**src/rtl/rs_alu_pkg.sv**
```systemverilog
// Shared widths, opcodes and the reservation-station entry layout for the integer ALU RS.
package rs_alu_pkg;

    localparam int RS_SIZE_DEF  = 8;
    localparam int ROB_ID_WIDTH = 5;
    localparam int REG_W        = 32;
    localparam int INST_ADDR_W  = 32;
    localparam int ALU_OP_W     = 5;

    typedef enum logic [ALU_OP_W-1:0] {
        ALU_NOP  = 5'd0,
        ALU_ADD  = 5'd1,
        ALU_SUB  = 5'd2,
        ALU_AND  = 5'd3,
        ALU_OR   = 5'd4,
        ALU_XOR  = 5'd5,
        ALU_SLL  = 5'd6,
        ALU_SRL  = 5'd7,
        ALU_SRA  = 5'd8,
        ALU_SLT  = 5'd9,
        ALU_SLTU = 5'd10,
        ALU_BEQ  = 5'd11,
        ALU_BNE  = 5'd12,
        ALU_JAL  = 5'd13,
        ALU_JALR = 5'd14
    } alu_op_e;

    typedef struct packed {
        logic                    valid;
        logic [ALU_OP_W-1:0]     op;
        logic [REG_W-1:0]        vj;
        logic [REG_W-1:0]        vk;
        logic [ROB_ID_WIDTH-1:0] qj;
        logic [ROB_ID_WIDTH-1:0] qk;
        logic                    qj_pend;
        logic                    qk_pend;
        logic [REG_W-1:0]        imm;
        logic [INST_ADDR_W-1:0]  pc;
        logic [ROB_ID_WIDTH-1:0] dest;
        logic [INST_ADDR_W-1:0]  pred_target;
    } rs_entry_t;

endpackage

```
**src/rtl/rs_age_select.sv**
```systemverilog
// Age matrix for the RS: age[i][j]=1 means entry i is older than entry j.
// Picks the single ready entry that no other ready entry is older than.
module rs_age_select #(
    parameter int RS_SIZE  = 8,
    parameter int RS_IDX_W = $clog2(RS_SIZE)
) (
    input  logic                clk,
    input  logic                rst,
    input  logic                flush,
    input  logic                alloc_en,
    input  logic [RS_IDX_W-1:0] alloc_idx,
    input  logic [RS_SIZE-1:0]  valid,
    input  logic [RS_SIZE-1:0]  ready,
    output logic                sel_valid,
    output logic [RS_SIZE-1:0]  sel_onehot,
    output logic [RS_IDX_W-1:0] sel_idx
);

    logic [RS_SIZE-1:0] age [RS_SIZE];
    logic [RS_SIZE-1:0] blocked;

    // A new entry is younger than every live entry; clearing its row drops stale history.
    always_ff @(posedge clk or negedge rst) begin
        if (!rst) begin
            for (int i = 0; i < RS_SIZE; i++) age[i] <= '0;
        end else if (flush) begin
            for (int i = 0; i < RS_SIZE; i++) age[i] <= '0;
        end else if (alloc_en) begin
            for (int i = 0; i < RS_SIZE; i++) begin
                if (RS_IDX_W'(i) == alloc_idx) age[i] <= '0;
                else age[i][alloc_idx] <= valid[i];
            end
        end
    end

    always_comb begin
        blocked    = '0;
        sel_onehot = '0;
        sel_idx    = '0;
        for (int i = 0; i < RS_SIZE; i++) begin
            for (int j = 0; j < RS_SIZE; j++) begin
                if (j != i && ready[j] && age[j][i]) blocked[i] = 1'b1;
            end
            if (ready[i] && !blocked[i]) begin
                sel_onehot[i] = 1'b1;
                sel_idx       = RS_IDX_W'(i);
            end
        end
        sel_valid = |ready;
    end

endmodule

```
**src/rtl/rs_alu.sv**
```systemverilog
// Reservation station for the integer ALU: buffers dispatched uops, snoops the CDB
// for operands and issues the oldest ready entry into alu_common.
module rs_alu
    import rs_alu_pkg::*;
#(
    parameter int RS_SIZE  = RS_SIZE_DEF,
    parameter int RS_IDX_W = $clog2(RS_SIZE)
) (
    input  logic                    clk,
    input  logic                    rst,
    input  logic                    flush_i,
    input  logic                    disp_valid_i,
    output logic                    disp_ready_o,
    input  logic [ALU_OP_W-1:0]     disp_op_i,
    input  logic [REG_W-1:0]        disp_vj_i,
    input  logic [REG_W-1:0]        disp_vk_i,
    input  logic [ROB_ID_WIDTH-1:0] disp_qj_i,
    input  logic [ROB_ID_WIDTH-1:0] disp_qk_i,
    input  logic                    disp_qj_valid_i,
    input  logic                    disp_qk_valid_i,
    input  logic [REG_W-1:0]        disp_imm_i,
    input  logic [INST_ADDR_W-1:0]  disp_pc_i,
    input  logic [ROB_ID_WIDTH-1:0] disp_dest_i,
    input  logic [INST_ADDR_W-1:0]  disp_pred_target_i,
    input  logic                    cdb_valid_i,
    input  logic [ROB_ID_WIDTH-1:0] cdb_rob_id_i,
    input  logic [REG_W-1:0]        cdb_value_i,
    input  logic                    alu_ready_i,
    output logic                    iss_valid_o,
    output logic [ALU_OP_W-1:0]     iss_op_o,
    output logic [REG_W-1:0]        iss_vj_o,
    output logic [REG_W-1:0]        iss_vk_o,
    output logic [REG_W-1:0]        iss_imm_o,
    output logic [INST_ADDR_W-1:0]  iss_pc_o,
    output logic [ROB_ID_WIDTH-1:0] iss_dest_o,
    output logic [INST_ADDR_W-1:0]  iss_pred_target_o
);

    rs_entry_t             rs_q [RS_SIZE];
    rs_entry_t             new_entry;
    rs_entry_t             sel_entry;
    logic [RS_SIZE-1:0]    valid_vec;
    logic [RS_SIZE-1:0]    ready_vec;
    logic [RS_SIZE-1:0]    sel_onehot;
    logic [RS_IDX_W-1:0]   sel_idx;
    logic [RS_IDX_W-1:0]   free_idx;
    logic                  sel_valid;
    logic                  disp_fire;
    logic                  issue_fire;
    logic                  cap_j;
    logic                  cap_k;

    always_comb begin
        valid_vec = '0;
        ready_vec = '0;
        free_idx  = '0;
        for (int i = RS_SIZE - 1; i >= 0; i--) begin
            valid_vec[i] = rs_q[i].valid;
            ready_vec[i] = rs_q[i].valid && !rs_q[i].qj_pend && !rs_q[i].qk_pend;
            if (!rs_q[i].valid) free_idx = RS_IDX_W'(i);
        end
    end

    assign disp_ready_o = ~&valid_vec;
    assign disp_fire    = disp_valid_i && disp_ready_o && !flush_i;
    assign iss_valid_o  = sel_valid && !flush_i;
    assign issue_fire   = iss_valid_o && alu_ready_i;

    // An operand broadcast in the dispatch cycle would otherwise be missed by the new entry.
    always_comb begin
        cap_j = cdb_valid_i && disp_qj_valid_i && (cdb_rob_id_i == disp_qj_i);
        cap_k = cdb_valid_i && disp_qk_valid_i && (cdb_rob_id_i == disp_qk_i);
        new_entry             = '0;
        new_entry.valid       = 1'b1;
        new_entry.op          = disp_op_i;
        new_entry.vj          = cap_j ? cdb_value_i : disp_vj_i;
        new_entry.vk          = cap_k ? cdb_value_i : disp_vk_i;
        new_entry.qj          = disp_qj_i;
        new_entry.qk          = disp_qk_i;
        new_entry.qj_pend     = disp_qj_valid_i && !cap_j;
        new_entry.qk_pend     = disp_qk_valid_i && !cap_k;
        new_entry.imm         = disp_imm_i;
        new_entry.pc          = disp_pc_i;
        new_entry.dest        = disp_dest_i;
        new_entry.pred_target = disp_pred_target_i;
    end

    // Wakeup lands in the entry only, so issue follows one cycle after the last operand.
    always_ff @(posedge clk or negedge rst) begin
        if (!rst) begin
            for (int i = 0; i < RS_SIZE; i++) rs_q[i] <= '0;
        end else if (flush_i) begin
            for (int i = 0; i < RS_SIZE; i++) rs_q[i].valid <= 1'b0;
        end else begin
            for (int i = 0; i < RS_SIZE; i++) begin
                if (disp_fire && free_idx == RS_IDX_W'(i)) begin
                    rs_q[i] <= new_entry;
                end else begin
                    if (issue_fire && sel_onehot[i]) rs_q[i].valid <= 1'b0;
                    if (rs_q[i].valid && rs_q[i].qj_pend && cdb_valid_i && rs_q[i].qj == cdb_rob_id_i) begin
                        rs_q[i].vj      <= cdb_value_i;
                        rs_q[i].qj_pend <= 1'b0;
                    end
                    if (rs_q[i].valid && rs_q[i].qk_pend && cdb_valid_i && rs_q[i].qk == cdb_rob_id_i) begin
                        rs_q[i].vk      <= cdb_value_i;
                        rs_q[i].qk_pend <= 1'b0;
                    end
                end
            end
        end
    end

    rs_age_select #(
        .RS_SIZE (RS_SIZE),
        .RS_IDX_W(RS_IDX_W)
    ) u_age_select (
        .clk       (clk),
        .rst       (rst),
        .flush     (flush_i),
        .alloc_en  (disp_fire),
        .alloc_idx (free_idx),
        .valid     (valid_vec),
        .ready     (ready_vec),
        .sel_valid (sel_valid),
        .sel_onehot(sel_onehot),
        .sel_idx   (sel_idx)
    );

    always_comb begin
        sel_entry         = rs_q[sel_idx];
        iss_op_o          = iss_valid_o ? sel_entry.op          : '0;
        iss_vj_o          = iss_valid_o ? sel_entry.vj          : '0;
        iss_vk_o          = iss_valid_o ? sel_entry.vk          : '0;
        iss_imm_o         = iss_valid_o ? sel_entry.imm         : '0;
        iss_pc_o          = iss_valid_o ? sel_entry.pc          : '0;
        iss_dest_o        = iss_valid_o ? sel_entry.dest        : '0;
        iss_pred_target_o = iss_valid_o ? sel_entry.pred_target : '0;
    end

endmodule

```
**config.mk**
```make
export PLATFORM = sky130hd
export DESIGN_NAME = rs_alu
export DESIGN_NICKNAME = d
export VERILOG_FILES = /design/src/rtl/rs_alu_pkg.sv /design/src/rtl/rs_age_select.sv /design/src/rtl/rs_alu.sv
export SDC_FILE = /design/constraint.sdc
export NUM_CORES = 2
export LEC_CHECK = 0
export ABC_AREA = 1
export CORE_MARGIN = 8
export CORE_UTILIZATION = 55
export CTS_BUF_LIST = sky130_fd_sc_hd__clkbuf_4 sky130_fd_sc_hd__clkbuf_8
export DETAILED_ROUTE_END_ITERATION = 8
export HOLD_SLACK_MARGIN = 0.03
export PLACE_DENSITY = 0.74
export SLEW_MARGIN = 30
export SYNTH_ARGS = -nofsm -noshare
export SYNTH_HDL_FRONTEND = slang
export SYNTH_HIERARCHICAL = 1
export SYNTH_SLANG_ARGS = --single-unit
```
**constraint.sdc**
```tcl
create_clock -name clk -period 8.85 [get_ports clk]
set_clock_uncertainty 0.15 [all_clocks]
set_input_delay 1.77 -clock clk [delete_from_list [all_inputs] [get_ports clk]]
set_output_delay 1.77 -clock clk [all_outputs]
set_load 0.005 [all_outputs]
```
After elaboration in Yosys (flattened, before gate mapping)
Index checks and enable logic that the tools add are counted.
{"block": "op_classes", "n_lt_le_gt_ge": 3, "eq_ne": 32, "mux": 183, "n_bitwise": 2, "n_reduce_logical": 235}
{"cell": "$mux W32", "count": 23}
{"cell": "$mux W64", "count": 10}
{"cell": "$bmux W183 S3", "count": 1}
{"cell": "$mux W182", "count": 2}
{"cell": "$logic_and A1 B1 Y1", "count": 155}
{"cell": "$mux W1", "count": 106}
{"cell": "$eq A5 B5 Y1", "count": 18}
{"cell": "$bwmux W8", "count": 8}
{"cell": "$mux W8", "count": 8}
{"cell": "$reduce_and A2 Y1", "count": 24}
{"cell": "$mux W3", "count": 14}
{"cell": "$reduce_bool A2 Y1", "count": 17}
{"cell": "$logic_not A1 Y1", "count": 28}
{"cell": "$reduce_bool A3 Y1", "count": 8}
{"cell": "$mux W2", "count": 8}
{"cell": "$eq A3 B3 Y1 const A", "count": 4}
{"cell": "$eq A3 B3 Y1 const B", "count": 4}
{"cell": "$mux W5", "count": 2}
{"cell": "$reduce_and A8 Y1", "count": 1}
{"cell": "$reduce_or A8 Y1", "count": 1}
{"cell": "$eq A2 B3 Y1 const A", "count": 2}
{"cell": "$eq A3 B2 Y1 const B", "count": 2}
{"cell": "$ge A4 B4 Y1 const B", "count": 1}
{"cell": "$lt A3 B4 Y1 const B", "count": 1}
{"cell": "7 further kinds", "count": 7}
{"block": "totals", "ff_bits": 1528, "word_cells": 559}

Depth between registers and ports, before layout
{"block": "depth", "word_depth": 25, "depth_mapped": 23, "depth_no_buf": 19}

Hierarchy
The synthesis kept the hierarchy.
{"mod": "rs_alu", "instances": 1, "cells_per_inst": 9579, "area_per_inst_um2": 72259.3}
{"mod": "rs_age_select", "instances": 1, "cells_per_inst": 380, "area_per_inst_um2": 2834.0}

Least setup slack after synthesis
Ideal clock, no wire load.
{"block": "synth_path", "kind": "input port to output port", "start": "input flush_i", "end": "output iss_pred_target_o[22]", "arrival_time_ns": 3.006, "required_time_ns": 6.930, "path_slack_ns": 3.924, "cell_stages": 8, "n_path_buf": 3, "cell_sequence": "inv_1 > buf_2 > nand2_1 > clkinv_1 > clkbuf_1 > clkbuf_1 > o21ai_0 > a31oi_1"}
{"block": "synth_between", "elab_chain_cells": 3}
{"item": "start: declaration", "line_no": "rs_alu.sv:11", "rtl": "input logic flush_i,"}
{"item": "$logic_not A1 Y1", "line_no": "rs_alu.sv:66", "rtl": "assign iss_valid_o = sel_valid && !flush_i;"}
{"item": "$logic_and A1 B1 Y1", "line_no": "rs_alu.sv:66"}
{"item": "named net iss_valid_o", "line_no": "rs_alu.sv:29", "rtl": "output logic iss_valid_o,"}
{"item": "$mux W32", "line_no": "rs_alu.sv:137", "rtl": "iss_pred_target_o = iss_valid_o ? sel_entry.pred_target : '0;"}
{"item": "end: declaration", "line_no": "rs_alu.sv:36", "rtl": "output logic [INST_ADDR_W-1:0] iss_pred_target_o"}
The timed path passes the listed nets, and every way through them passes these cells.

Worst setup path after layout
{"block": "layout_path", "start": "register, netlist name rs_q[1463]", "end": "output iss_imm_o[4]"}
{"block": "layout_between", "elab_chain_cells": 24, "elab_cells_between_ends": 86}
{"item": "$logic_and A1 B1 Y1 * (2 in a row)", "line_no": "rs_alu.sv:59", "rtl": "ready_vec[i] = rs_q[i].valid && !rs_q[i].qj_pend && !rs_q[i].qk_pend;"}
{"item": "named net ready_vec[0]", "line_no": "rs_alu.sv:43", "rtl": "logic [RS_SIZE-1:0] ready_vec;"}
{"item": "$logic_and A1 B1 Y1", "line_no": "rs_age_select.sv:42", "rtl": "if (j != i && ready[j] && age[j][i]) blocked[i] = 1'b1;"}
{"item": "$mux W1 (7 in a row)", "line_no": "rs_age_select.sv:42"}
{"item": "$logic_not A1 Y1", "line_no": "rs_age_select.sv:44", "rtl": "if (ready[i] && !blocked[i]) begin"}
{"item": "$logic_and A1 B1 Y1", "line_no": "rs_age_select.sv:44"}
{"item": "$mux W1", "line_no": "rs_age_select.sv:44"}
{"item": "$mux W3 (5 in a row)", "line_no": "rs_age_select.sv:44"}
{"item": "$mux W3 *", "line_no": "rs_age_select.sv:44"}
{"item": "named net sel_idx[0]", "line_no": "rs_alu.sv:45", "rtl": "logic [RS_IDX_W-1:0] sel_idx;"}
{"item": "$not A3 Y4 (not written as such) *", "line_no": "rs_alu.sv:130", "rtl": "sel_entry = rs_q[sel_idx];"}
{"item": "$bmux W183 S3 *", "line_no": "rs_alu.sv:130"}
{"item": "$mux W182 (not written as such) * (2 in a row)", "line_no": "rs_alu.sv:130"}
{"item": "$mux W32 *", "line_no": "rs_alu.sv:134", "rtl": "iss_imm_o = iss_valid_o ? sel_entry.imm : '0;"}
{"item": "end: declaration", "line_no": "rs_alu.sv:33", "rtl": "output logic [REG_W-1:0] iss_imm_o,"}
The timed path passes the listed nets; every way through them passes the cells marked *. The select of a mux whose other input is x is not followed.

==> flow_summary.ini <==
[status]
status = completed

[synth]
yosysMostFrequentCell = nand2_1
syn_area_um2 = 75100
ys_types = 39
avgSynthCellArea_um2 = 7.54
synthArstFlopShare_pct = 100
synth.yosys.warnings = 6
syn-instance-count = 9959
synth-edff-count = 0
synthTopCellsByCount = nand2_1 (3185), o21ai_0 (1849), dfrtp_1 (1520)
syn_nets = 10184
synthFlopType = dfrtp_1
ys_top_cells_by_area = dfrtp_1 (51%), nand2_1 (16%), o21ai_0 (12%)
synth_seq_area_share_pct = 50.7
yosysTopAreaCellShare_pct = 50.7
ys_seq_elements = 1520
synth_area_leader_cell = dfrtp_1

[setup_path]
worst-setup-path-type = reg2out
startpoint_type = flip-flop
crit_fanout = 138
cp_data_required_time_ns = 6.93
worstSetupEndpointType = primary output
cp.arrival_ns = 6.01

[cts]
postCtsHoldBufs = 0
cts_sinks = 1520
numCtsBuffers = 279
htree_levels = 5
cts_tree = built
root_buffer = clkbuf_8
clockBufferDepth = 4
clk_pin_slew_ns = 0.06
clk_latency_ns = 0.98
post_cts_buffers = 0
cts_resized = 0

[floorplan]
die_x_um = 386
pin_count = 397
core_um2 = 135000
die_h_um = 386
initial_core_util_pct = 55.4
dieArea_um2 = 149000
rows = 135

[placed_design]
dp.final_hpwl_um = 146000
placed_cell_area_um2 = 79800
io_buffers = 396
gp_congestion = 0.983

[power]
ir_drop_mv = 0.130
p_per_area_nw_per_um2 = 205
power.leakage_nw = 40.7

[sta]
min_period_over_period_pct = 89.6
max_freq_mhz = 126
rsz0062_at_grt = false
drv_slew = 0
min_period_ns = 7.93
hold_slack_ns = 0.325
setup_viol = 0
worstMarginPinSlew_ns = 1.07
maxSlewHeadroom_pct = 29.0
tns_ns = 0
hold_violations = 0

[layout]
ff_latch_area_um2 = 38000
fill_cells = 11769
multi_input_area_um2 = 32500
finalInstanceArea_um2 = 85600
drive_gt1_share_pct = 7.06
fin_nets = 10233
areaGrowthSynthToFinish_pct = 14.0

[routing]
routed_wl_um = 258000
drtIter0Drc = 8828
drt_pass1_iterations = 6
avgViaCountPerCell = 6.04
vias = 72366
ant_nets = 0
wire_per_inst_um = 21.6
route.detailed.drc = 0

[global_route]
grt_pass1_vias = 69820
grt_first_pass_wirelength_um = 401000
grt_antenna_before_repair = 16
grt_usage_pct = 34.0
grt-ovfl-total = 0
grt_max_degree = 185

[min_path]
hold_path.class = reg2reg

[run]
cap_violations = 0
## where the power goes
part | internal, mW | switching [mW]
logic | 0.918 | 1.69
clock network | 3.91 | 2.95
registers | 7.70 | 0.398
total | 12.5 | 5.04
## routing by layer
metal	GRT usage [%]	wire length (µm)	vias up
li1	-	-	32625
met1	44.9	100000	34377
met2	51.9	114000	4376
met3	8.55	29900	982
met4	17.8	14500	6
met5	0	46	-
## cell type report
class | count | share of cell area, %
flip-flops and latches | 1520 | 44.4
multi-input cells | 7226 | 37.9
repair buffers | 536 | 6.47
clock buffers | 431 | 6.35
well taps | 1781 | 2.60
inverters | 445 | 1.99
clock inverters | 29 | 0.215
diodes | 13 | 0.0380
## sequential cells by signal, indices dropped and copies added, names as in the netlist
| name | flops |
|---|---|
| rs_q | 1464 |
| u_age_select/age | 56 |
## cells by family (layout without fill, tap and decap cells)
| family | Yosys count | in the layout | synth area share (%) |
|---|---|---|---|
| and+or+nand+nor | 4465 | 4465 | 23.2 |
| AOI/OAI and AO/OA | 2698 | 2698 | 18.9 |
| DFF | 1520 | 1520 | 50.7 |
| buffers and inverters | 1213 | 1441 | 6.49 |
| xor gates and xnor gates | 63 | 63 | 0.735 |
| other | 0 | 13 | 0 |
## stage by stage
step	cells	setup WS (ns)	utilization [%]	power, mW
3_3_place_gp	11499	1.85	58.9	10.7
6_report	11981	0.918	63.2	17.6
3_5_place_dp	11504	2.01	58.9	10.8
4_1_cts	11964	0.963	63.1	17.6
5_1_grt	11973	0.576	63.2	18.3
2_1_floorplan	9959	3.92	-	9.75
## layout by cell type (no fill, tap or decap), types with 4 or more instances in the layout
cell type	instances
nand2_2	44
nor3b_1	6
a21boi_1	20
buf_6	5
o21ai_1	284
clkdlybuf4s50_1	392
nand4_1	80
a21boi_0	12
xnor2_1	22
nor2_1	955
nor2_2	4
a31oi_1	171
o211ai_1	32
buf_4	98
dfrtp_1	1520
o22ai_1	199
clkbuf_4	79
nor2_4	8
nand3_2	4
buf_16	7
inv_1	426
inv_2	12
nand2_1	3176
clkinv_2	26
a21oi_4	13
diode_2	13
nand3_1	154
nor3_1	13
buf_12	30
clkinvlp_4	4
xor2_1	41
a21oi_1	113
or2_2	5
o21ai_0	1849
clkbuf_8	352
nand3_4	6
## worst paths after layout
check	start	end	slack, ns	depth (start not counted)
worst min-delay path	rs_q[1263]$_DFFE_PN0P_	rs_q[1263]$_DFFE_PN0P_	0.33	2
worst max-delay path	rs_q[1463]$_DFFE_PN0P_	iss_imm_o[4]	0.92	19
worst min register to register	rs_q[1263]$_DFFE_PN0P_	rs_q[1263]$_DFFE_PN0P_	0.33	2
worst max register to register	rs_q[1463]$_DFFE_PN0P_	rs_q[723]$_DFFE_PN0P_	4.35	11
max in group asynchronous	rst	rs_q[967]$_DFFE_PN0P_	5.85	4
min in group asynchronous	rst	rs_q[329]$_DFFE_PN0P_	0.65	1
## worst max-delay path: stages, from the launching register on
cell and delay, ns:
dfrtp_1 0.68, inv_1 0.13, nor3_1 0.16, buf_4 0.19, inv_1 0.12, o21ai_0 0.22
nor2_1 0.07, nand2_1 0.09, nand2_1 0.07, nand2_1 0.05, nand2_1 0.05, nand2_1 0.10
nand2_4 0.28, inv_8 0.73, buf_4 0.64, o21ai_0 0.16, o22ai_1 0.15, o21ai_0 0.09
a31oi_1 0.36, clkdlybuf4s50_1 0.60
(Power assumes the default switching activity.)
